[config.mk]
export PLATFORM = sky130hd
export DESIGN_NAME = clock_set_ctrl
export DESIGN_NICKNAME = d
export VERILOG_FILES = /design/src/rtl/clock_pkg.sv /design/src/rtl/btn_debounce.sv /design/src/rtl/clock_set_ctrl.sv
export SDC_FILE = /design/constraint.sdc
export NUM_CORES = 1
export LEC_CHECK = 0
export CAP_MARGIN = 20
export CORE_ASPECT_RATIO = 0.8
export CORE_MARGIN = 10
export CORE_UTILIZATION = 60
export DETAILED_ROUTE_END_ITERATION = 6
export GPL_ROUTABILITY_DRIVEN = 0
export PLACE_DENSITY = 0.79
export SETUP_SLACK_MARGIN = 0.1
export SLEW_MARGIN = 25
export SYNTH_ARGS = -nofsm -noshare
export SYNTH_HDL_FRONTEND = slang
export SYNTH_SLANG_ARGS = --single-unit
[constraint.sdc]
create_clock -name clk_50mhz -period 6.3 [get_ports clk_50mhz]
set_input_delay 1.89 -clock clk_50mhz [delete_from_list [all_inputs] [get_ports clk_50mhz]]
set_output_delay 1.89 -clock clk_50mhz [all_outputs]
set_load 0.03 [all_outputs]
[src/rtl/clock_pkg.sv]
// Shared types and constants for the wall-clock set controller.
package clock_pkg;

    typedef enum logic [1:0] {
        ST_RUN     = 2'd0,
        ST_PAUSE   = 2'd1,
        ST_SET_HR  = 2'd2,
        ST_SET_MIN = 2'd3
    } state_t;

    localparam logic [3:0] SEP_CODE = 4'hE;
    localparam logic [6:0] MAX_HR   = 7'd23;
    localparam logic [6:0] MAX_MIN  = 7'd59;
    localparam logic [6:0] MAX_SEC  = 7'd59;

    // Two BCD digits {tens, ones} of an in-range (0..59) value.
    function automatic logic [7:0] to_bcd2(input logic [6:0] v);
        return {4'(v / 7'd10), 4'(v % 7'd10)};
    endfunction

endpackage

[src/rtl/btn_debounce.sv]
// Raw button -> 2-FF synchronizer -> debounce -> one-cycle press pulse.
module btn_debounce #(
    parameter int DEBOUNCE_CYCLES = 1000000
) (
    input  logic clk_50mhz,
    input  logic rst,
    input  logic raw,
    output logic press_pulse
);

    localparam int CW = $clog2(DEBOUNCE_CYCLES + 1);

    logic          sync1, sync2;
    logic          level, level_d;
    logic [CW-1:0] cnt;

    // cnt counts consecutive samples that disagree with the accepted level.
    always_ff @(posedge clk_50mhz or posedge rst) begin
        if (rst) begin
            sync1   <= 1'b0;
            sync2   <= 1'b0;
            level   <= 1'b0;
            level_d <= 1'b0;
            cnt     <= '0;
        end else begin
            sync1   <= raw;
            sync2   <= sync1;
            level_d <= level;
            if (sync2 == level) begin
                cnt <= '0;
            end else if (cnt == CW'(DEBOUNCE_CYCLES - 1)) begin
                cnt   <= '0;
                level <= sync2;
            end else begin
                cnt <= cnt + CW'(1);
            end
        end
    end

    assign press_pulse = level & ~level_d;

endmodule

[src/rtl/clock_set_ctrl.sv]
// Run/pause/set controller owning hh:mm:ss, the 1 Hz prescaler and set-mode blink.
// Optional hourly chime output is built only when HOURLY_CHIME_EN is defined.
module clock_set_ctrl
    import clock_pkg::*;
#(
    parameter int CLK_HZ          = 50000000,
    parameter int DEBOUNCE_CYCLES = 1000000,
    parameter int BLINK_HALF      = 25000000,
    parameter int INIT_HR         = 15
) (
    input  logic        clk_50mhz,
    input  logic        rst,
    input  logic        btn_mode,
    input  logic        btn_inc,
    input  logic        btn_pause,
    output logic [31:0] out,
    output logic [7:0]  digit_blank,
    output logic [1:0]  mode,
    output logic        chime
);

    localparam int         PW        = $clog2(CLK_HZ + 1);
    localparam int         BW        = $clog2(BLINK_HALF + 1);
    localparam logic [7:0] BLANK_HR  = 8'hC0;
    localparam logic [7:0] BLANK_MIN = 8'h18;

    state_t        state, state_nx;
    logic          ev_mode, ev_inc, ev_pause;
    logic [6:0]    hr, min, sec;
    logic [PW-1:0] presc;
    logic          tick;
    logic [BW-1:0] blink_cnt, blink_cnt_nx;
    logic          blink_on, blink_on_nx;
    logic          in_set_nx;
    logic [7:0]    blank_nx;

    btn_debounce #(.DEBOUNCE_CYCLES(DEBOUNCE_CYCLES)) u_db_mode (
        .clk_50mhz(clk_50mhz), .rst(rst), .raw(btn_mode),  .press_pulse(ev_mode));
    btn_debounce #(.DEBOUNCE_CYCLES(DEBOUNCE_CYCLES)) u_db_inc (
        .clk_50mhz(clk_50mhz), .rst(rst), .raw(btn_inc),   .press_pulse(ev_inc));
    btn_debounce #(.DEBOUNCE_CYCLES(DEBOUNCE_CYCLES)) u_db_pause (
        .clk_50mhz(clk_50mhz), .rst(rst), .raw(btn_pause), .press_pulse(ev_pause));

    always_ff @(posedge clk_50mhz or posedge rst) begin
        if (rst) state <= ST_RUN;
        else     state <= state_nx;
    end

    // Mode is tested first everywhere, so a simultaneous pause is dropped.
    always_comb begin
        state_nx = state;
        case (state)
            ST_RUN:     if (ev_mode) state_nx = ST_SET_HR;
                        else if (ev_pause) state_nx = ST_PAUSE;
            ST_PAUSE:   if (ev_mode) state_nx = ST_SET_HR;
                        else if (ev_pause) state_nx = ST_RUN;
            ST_SET_HR:  if (ev_mode) state_nx = ST_SET_MIN;
            ST_SET_MIN: if (ev_mode) state_nx = ST_RUN;
            default:    state_nx = ST_RUN;
        endcase
    end

    assign tick = (state == ST_RUN) && (presc == PW'(CLK_HZ - 1));

    always_ff @(posedge clk_50mhz or posedge rst) begin
        if (rst) begin
            hr    <= 7'(INIT_HR);
            min   <= '0;
            sec   <= '0;
            presc <= '0;
        end else begin
            if (tick) begin
                presc <= '0;
                if (sec == MAX_SEC) begin
                    sec <= '0;
                    if (min == MAX_MIN) begin
                        min <= '0;
                        hr  <= (hr == MAX_HR) ? 7'd0 : hr + 7'd1;
                    end else begin
                        min <= min + 7'd1;
                    end
                end else begin
                    sec <= sec + 7'd1;
                end
            end else if (state == ST_RUN) begin
                presc <= presc + PW'(1);
            end

            if (state == ST_SET_HR && ev_inc)
                hr <= (hr == MAX_HR) ? 7'd0 : hr + 7'd1;
            if (state == ST_SET_MIN && ev_inc)
                min <= (min == MAX_MIN) ? 7'd0 : min + 7'd1;
            // Leaving set mode restarts the second from a clean boundary.
            if (state == ST_SET_MIN && ev_mode) begin
                sec   <= '0;
                presc <= '0;
            end
        end
    end

    // Entry into a set state or an inc event restarts the blink in the on phase.
    assign in_set_nx = (state_nx == ST_SET_HR) || (state_nx == ST_SET_MIN);

    always_comb begin
        blink_cnt_nx = '0;
        blink_on_nx  = 1'b1;
        blank_nx     = '0;
        if (in_set_nx && state_nx == state && !ev_inc) begin
            if (blink_cnt == BW'(BLINK_HALF - 1)) begin
                blink_on_nx = ~blink_on;
            end else begin
                blink_cnt_nx = blink_cnt + BW'(1);
                blink_on_nx  = blink_on;
            end
        end
        if (!blink_on_nx)
            blank_nx = (state_nx == ST_SET_HR) ? BLANK_HR : BLANK_MIN;
    end

    always_ff @(posedge clk_50mhz or posedge rst) begin
        if (rst) begin
            blink_cnt   <= '0;
            blink_on    <= 1'b1;
            digit_blank <= '0;
        end else begin
            blink_cnt   <= blink_cnt_nx;
            blink_on    <= blink_on_nx;
            digit_blank <= blank_nx;
        end
    end

`ifdef HOURLY_CHIME_EN
    logic chime_q;

    // Set on the tick that lands on mm:ss == 00:00, cleared by the next tick.
    always_ff @(posedge clk_50mhz or posedge rst) begin
        if (rst)
            chime_q <= 1'b0;
        else if (state == ST_RUN && state_nx != ST_RUN)
            chime_q <= 1'b0;
        else if (tick)
            chime_q <= (sec == MAX_SEC) && (min == MAX_MIN);
    end

    assign chime = chime_q;
`else
    assign chime = 1'b0;
`endif

    assign mode = state;
    assign out  = {to_bcd2(hr), SEP_CODE, to_bcd2(min), SEP_CODE, to_bcd2(sec)};

endmodule

==> results.md, run 1 <==
- Setup slack of the most critical reg-to-reg path: 3390 ps
- Post-synth design cell area: 8340 µm²
- Slew Limit Headroom: 40.8%
- DRT antenna net count: 0
- Final setup TNS: 0 ps
- Area growth from synthesis to layout: 11.5%
- Worst-path cell chain: nand2b_1 -> o21ai_0 -> a221oi_1 -> a21oi_1 -> a31oi_1 -> ha_2 -> nand2_1 -> a221o_1 -> a22oi_1 -> a41oi_1 -> mux2i_1 -> clkdlybuf4s50_1
- Clock tree from TritonCTS: done
- Cell variety after synth: 64
- Hold-fix buffers, CTS: 0
- Status: finished, final reports clean
- Buffers inserted during post-CTS setup optimization: 0
- H-tree level count: 4
- Overall routing resource usage: 16.9%
- Drc violations: 0
- Capturing element type of the critical path: output pin
- Worst setup path category: flip-flop to output pin
- Vert. Die Dim: 125 µm
- Via count of the first global-routing pass: 6111
- Most numerous cell types in the synthesized netlist: 144 x dfrtp_1, 142 x nor2_1, 80 x nand2_1, 56 x xnor2_1, 54 x nand3_1
- Number of design-rule violations left by the first detailed-router iteration: 422
- Total detailed-routing wirelength: 15800 µm
- DIE AREA: 19000 µm²
- Number of vias after detailed routing: 6329
- Count of pins on the block boundary: 48
- Count of pins over their slew limit: 0
- Arrival time at the worst endpoint: 3990 ps
- CP Launch Type: flip-flop
- Critical R2R Launch: mode[1]
- First-pass GRT wire length: 28000 µm
- Final net count: 960
- Sum of buffers and inverters on the critical path: 1
- Cell type contributing the most total cell area after synthesis: dfrtp_1
- Number of enable flip-flop cells after synthesis: 0
- Remaining global-route overflow: 0
- Proportion of synthesized chip area in sequential cells: 44.8%
- CTS buffer count: 17
- Die X-Extent: 152 µm
- Ratio of cells with drive above 1 in the final layout: 6.21%
- Hold path startpoint: u_db_pause.sync1
- Number of setup violations in the final report: 0
- Max clock buf depth: 2
- Pwr Density: 218 nW/µm²
- Skew final: 7.48 ps
- Average detailed-routed wire length per instance: 14.0 µm
- Share of async-settable or async-resettable flops after synthesis: 100%
- Pin count of the biggest net entering global routing: 74
- Mean instance size in the synthesized netlist: 9.01 µm²
- Starting utilization of the core area: 61.3%
- Final critical-path share of the clock period: 93.3%
- Maximum achievable frequency: 170 MHz
- Instance count of the mapped netlist: 926
- Port-buffer cells: 34
- Final setup slack of the worst path: 420 ps
- Worst hold path type: flip-flop to flip-flop
- Count of cell instances traversed by the critical path: 12
- Dominant register cell in the synthesized netlist: dfrtp_1
- Peak fanout along the critical path: 16
- Root cell of the clock tree: clkbuf_16
- Number of warnings printed during yosys synthesis: 0
- Number of cell instances on the worst register-to-register path: 7
- Register bit count reported by yosys: 149
- Worst vdd rail ir drop: 209 µV
- WHS Path Cells: 0
- Unrepaired setup endpoints after global routing: true
- Delay contributed by the slowest stage of the critical path: 680 ps
- Cell types occupying the most area after synthesis: dfrtp_1 43%, nor2_1 6.4%, xnor2_1 5.9%
- Maxcap violations: 0
- Detailed Place HPWL: 10900 µm
- Leakage dissipation: 3.85 nW
- Endpoint required time on the critical path: 4410 ps
- Most repeated cell in the gate-level netlist after synthesis: dfrtp_1
- Fin crit period: 5880 ps
- Portion of synthesized cell area occupied by the leading cell type: 43.2%
- Total core area: 13600 µm²
- Endpoint of the worst register-to-register path: sec[4]
- Diodes inserted: 0
- Hold-critical path endpoint: u_db_pause.sync2
- Standard cell with the maximum stage delay on the critical path: clkdlybuf4s50_1
- Vias per cell: 5.60
- Pre-CTS setup slack: 769 ps
- CTS sink cnt: 149
- Initial antenna violation count: 0
- Number of rows in the core area: 38
- Final hold violation count: 0
- Worst-skew pair later-pin latency: 420 ps
- Clock transition at the registers of the reported paths: 60 ps
- Cell family with the largest share of critical-path delay: compound AO/OA/AOI/OAI gates
- Worst slew pin tran: 885 ps
- Pre-antenna DRT Iters: 5
flip-flops by register name, summed over array words and instances (netlist names), 2 cells and up:
name            cells
u_db_inc.cnt       20
mode                2
min                 7
sec                 7
digit_blank         2
hr                  7
u_db_pause.cnt     20
u_db_mode.cnt      20
blink_cnt          25
presc              26
power breakdown:
| part | leakage (nW) | internal (W) | switching [W] |
|---|---|---|---|
| combinational | 1.54 | 0.00000880 | 0.0000389 |
| sequential | 2.03 | 0.000964 | 0.00000547 |
| clock | 0.288 | 0.000637 | 0.000376 |
how the worst max path moves through the flow:
stage / from / endpoint
6_report: min[6] / out[14]
3_3_place_gp: min[6] / out[13]
5_1_grt: min[6] / out[14]
4_1_cts: min[6] / out[13]
2_1_floorplan: rst / blink_cnt[0]
3_5_place_dp: min[6] / out[13]
per-stage QoR:
stage                     util (%)  cells  hold WS [ps]  cell area, µm²  power [W]
final                         68.4   1130           348            9300    0.00203
after global routing          68.4   1130           360            9300    0.00210
after CTS                     68.3   1130           348            9290    0.00205
after detailed placement      64.0   1099           335            8700    0.00104
after global placement        64.0   1099           333            8700    0.00103
after floorplan                  -    937           331            8380    0.00103
what timing repair did:
action,CTS,global route
setup endpoints to repair,0,4
gates resized for setup,0,4
hold endpoints to repair,0,0
cells in the final DEF, fill, tap and decap left out, types with 13 or more instances in the layout:
master	Yosys	routed
nand4_1	19	19
xor2_1	52	52
clkdlybuf4s50_1	0	33
nand2_1	80	80
nor2b_1	23	22
or3_1	18	18
clkbuf_16	0	17
dfrtp_1	144	143
nor3_1	16	16
xnor2_1	56	56
o21ai_0	39	39
a21oi_1	36	36
nand3_1	54	54
and3_1	20	20
nor2_1	142	142
inv_1	27	26
ha_1	17	16
nand2b_1	21	21
conb_1	2	13
cell families (layout without fill, tap and decap cells):
kind of cell               count (synthesis)  count (layout)  synth area share, %
AOI/OAI and AO/OA                        125             125                 9.60
xor gates and xnor gates                 108             108                 11.3
adders and majority gates                 17              17                 2.55
buffers and inverters                     82              95                 4.54
DFF                                      149             149                 44.8
muxes                                     11              11                 1.41
other                                      2              13               0.0900
and+or+nand+nor                          432             432                 25.7
routing by layer:
metal | part of all wire [%] | up-vias | track usage, % | wire (µm)
li1 | - | 3190 | - | -
met5 | 0 | - | 0 | 0
met3 | 3.8 | 16 | 3.77 | 603
met4 | 1.1 | 0 | 6.22 | 179
met1 | 48 | 2997 | 22.2 | 7570
met2 | 47 | 126 | 26.7 | 7490
final cells by class:
| type | count | area [µm²] |
|---|---|---|
| clock buffer | 21 | 460 |
| clock inverter | 10 | 130 |
| fill | 1042 | 4300 |
| inverter | 27 | 106 |
| multi-input combinational | 706 | 4270 |
| sequential | 149 | 3740 |
| tap | 180 | 225 |
| timing repair buffer | 37 | 365 |
Note: power is estimated with default switching activity, not from simulation.
==> inputs of run 2 (changes only) <==
ABC_CLOCK_PERIOD_IN_PS = 6300   (was default)
==> results of run 2 <==
No change in the layout: final DEF, timing and power equal those of run 1.
==> inputs of run 3 (changes only) <==
CORE_MARGIN = default   (was 10)
HOLD_SLACK_MARGIN = 0.03   (was default)
==> run 3 against run 2 <==
Compared with the run above: the flow now finishes with violations (DRC); worst hold slack improved by 13 ps; die area decreased by 25%; combinational power increased by 3%; global-route usage increased by 7.7 points; sequential power about the same; clock-buffer cell count decreased by 3; critical path depth unchanged; setup slack got worse by 28 ps.
==> results.md, run 3 (synthesis results as in run 1) <==
- Power consumption: 0.00206 W (was 0.00203 W)
- Vert. Die Dim: 107 µm (was 125 µm)
- Most frequent cells in the layout: 143 x dfrtp_1, 142 x nor2_1, 80 x nand2_1, 56 x xnor2_1, 54 x nand3_1 (unchanged)
- Pre-antenna DRT Iters: 7 (was 5)
- Final setup slack of the worst path: 393 ps (was 420 ps)
- Diodes inserted: 0 (unchanged)
- Worst-path cell chain: nand2b_1 -> o21ai_0 -> a221oi_1 -> a21oi_1 -> a31oi_1 -> ha_1 -> nand2_1 -> a221o_1 -> a22oi_1 -> a41oi_1 -> mux2i_1 -> clkdlybuf4s50_1 (was nand2b_1 -> o21ai_0 -> a221oi_1 -> a21oi_1 -> a31oi_1 -> ha_2 -> nand2_1 -> a221o_1 -> a22oi_1 -> a41oi_1 -> mux2i_1 -> clkdlybuf4s50_1)
- Buffers inserted during post-CTS setup optimization: 0 (unchanged)
- Most common cell after layout, fill and taps aside: dfrtp_1 (unchanged)
- CTS buffer count: 17 (unchanged)
- CTS resizes: 0 (unchanged)
- Switching portion of total power: 22.5% (was 20.7%)
- Max FFs per register: 26 (unchanged)
- Peak fanout along the critical path: 16 (unchanged)
- Slew Limit Headroom: 42.0% (was 40.8%)
- Remaining global-route overflow: 0 (unchanged)
- Register ranked first by flip-flop count: presc (unchanged)
- Clock tree from TritonCTS: done (unchanged)
- Critical R2R Launch: mode[1] (unchanged)
- Setup slack of the most critical reg-to-reg path: 3360 ps (was 3390 ps)
- Die X-Extent: 134 µm (was 152 µm)
- Switching pwr: 0.000465 W (was 0.000421 W)
- Design Area, Final: 9310 µm² (was 9300 µm²)
- Final net count: 960 (unchanged)
- Hold path startpoint: u_db_inc.sync1 (was u_db_pause.sync1)
- Fin crit period: 5910 ps (was 5880 ps)
- Clock transition at the registers of the reported paths: 60 ps (about the same)
- Worst hold path type: flip-flop to flip-flop (unchanged)
- Endpoint required time on the critical path: 4410 ps (about the same)
- Final setup TNS: 0 ps (unchanged)
- H-tree level count: 4 (unchanged)
- Ratio of cells with drive above 1 in the final layout: 6.31% (was 6.21%)
- Source of the critical timing path: min[6] (unchanged)
- Leakage dissipation: 3.84 nW (was 3.85 nW)
- Standard cell with the maximum stage delay on the critical path: clkdlybuf4s50_1 (unchanged)
- Initial antenna violation count: 0 (unchanged)
- Number of vias after detailed routing: 6474 (was 6329)
- Worst-skew pair later-pin latency: 420 ps (about the same)
- Number of design-rule violations left by the first detailed-router iteration: 572 (was 422)
- First-pass GRT wire length: 28500 µm (was 28000 µm)
- CP Launch Type: flip-flop (unchanged)
- Hold-fix buffers, CTS: 0 (unchanged)
- Final critical-path share of the clock period: 93.8% (was 93.3%)
- Total core area: 13600 µm² (about the same)
- Power share of the sequential group: 47.0% (was 47.8%)
- DRT antenna net count: 0 (unchanged)
- Pre-CTS setup slack: 797 ps (was 769 ps)
- Capturing element type of the critical path: output pin (unchanged)
- Worst slew pin tran: 869 ps (was 885 ps)
- CTS sink cnt: 149 (unchanged)
- Arrival time at the worst endpoint: 4020 ps (was 3990 ps)
- Max clock buf depth: 2 (unchanged)
- Number of setup violations in the final report: 0 (unchanged)
- # fillers: 1036 (was 1042)
- Final hold violation count: 0 (unchanged)
- Port-buffer cells: 34 (unchanged)
- Count of pins on the block boundary: 48 (unchanged)
- Root cell of the clock tree: clkbuf_16 (unchanged)
- Count of pins over their slew limit: 0 (unchanged)
- Pin count of the biggest net entering global routing: 81 (was 74)
- Worst vdd rail ir drop: 207 µV (was 209 µV)
- Maximum achievable frequency: 169 MHz (was 170 MHz)
- Clock share of power: 50.6% (was 49.9%)
- Skew final: 11.1 ps (was 7.48 ps)
- Unrepaired setup endpoints after global routing: false (was true)
- Overall routing resource usage: 24.5% (was 16.9%)
- Total detailed-routing wirelength: 16300 µm (was 15800 µm)
- Area growth from synthesis to layout: 11.6% (was 11.5%)
- Cell Area, Placed: 8700 µm² (unchanged)
- Delay contributed by the slowest stage of the critical path: 690 ps (was 680 ps)
- Pwr Density: 222 nW/µm² (was 218 nW/µm²)
- Average detailed-routed wire length per instance: 14.4 µm (was 14.0 µm)
- Sum of buffers and inverters on the critical path: 1 (unchanged)
- Maxcap violations: 0 (unchanged)
- Status: complete, but fails checks (was finished, final reports clean)
- Number of rows in the core area: 38 (unchanged)
- Worst setup path category: flip-flop to output pin (unchanged)
- Combinational fraction of design power: 2.4% (was 2.3%)
- DIE AREA: 14400 µm² (was 19000 µm²)
- Detailed Place HPWL: 10700 µm (was 10900 µm)
- Starting utilization of the core area: 61.6% (was 61.3%)
- Regs by FF count: presc x26, blink_cnt x25 (unchanged)
- Via count of the first global-routing pass: 6125 (was 6111)
- Drc violations: 7 (was 0)
- Cell family with the largest share of critical-path delay: compound AO/OA/AOI/OAI gates (unchanged)
- Design internal power: 0.00160 W (was 0.00161 W)
- Violated checks: DRC
- Vias per cell: 5.72 (was 5.60)
## run 3: cell types whose count changed in the layout (fill, tap and decap cells not counted), sizes merged
cell | before | now
clkinvlp | 2 | 0
clkdlybuf4s50 | 33 | 34
clkbuf | 21 | 18
clkinv | 5 | 8
dlymetal6s2s | 1 | 0
inv | 27 | 30
## run 3: power groups by stage
stage | clock network [W] | logic (W) | registers (W)
after floorplan | 0 | 0.0000441 | 0.000985
after global placement | 0 | 0.0000491 | 0.000987
after detailed placement | 0 | 0.0000501 | 0.000987
after CTS | 0.00106 | 0.0000511 | 0.000970
after global routing | 0.00110 | 0.0000566 | 0.000971
final | 0.00105 | 0.0000491 | 0.000970
## run 3: routing by layer
metal  share of wire [%]  GRT usage, %  routed length [µm]  up-vias
li1                    -             -                   -     3170
met1                  49          34.8                8020     3139
met2                  46          38.0                7550      152
met3                 3.9          5.18                 639       13
met4                0.77          6.74                 125        0
met5                   0             0                   0        -
## run 3: area by class of cell
type | instances | area, µm² | share of cell area, %
Multi-Input combinational cell | 706 | 4270 | 45.9
Sequential cell | 149 | 3740 | 40.1
Clock buffer | 18 | 429 | 4.61
Timing Repair Buffer | 37 | 363 | 3.90
Tap cell | 180 | 225 | 2.42
Clock inverter | 14 | 175 | 1.88
Inverter | 27 | 106 | 1.14
## run 3: final timing paths
check,to,cells after the start
min in group asynchronous,min[1],2
max reg2reg,sec[4],7
max,out[14],12
min,u_db_inc.sync2,0
min reg2reg,u_db_inc.sync2,0
max in group asynchronous,hr[3],3
## run 3: per-stage QoR
step	instances	utilization, %	hold slack (ps)
floorplan	937	-	331
global placement	1099	64.2	335
detailed placement	1099	64.2	348
CTS	1131	68.7	362
global route	1131	68.7	381
finish	1131	68.7	360
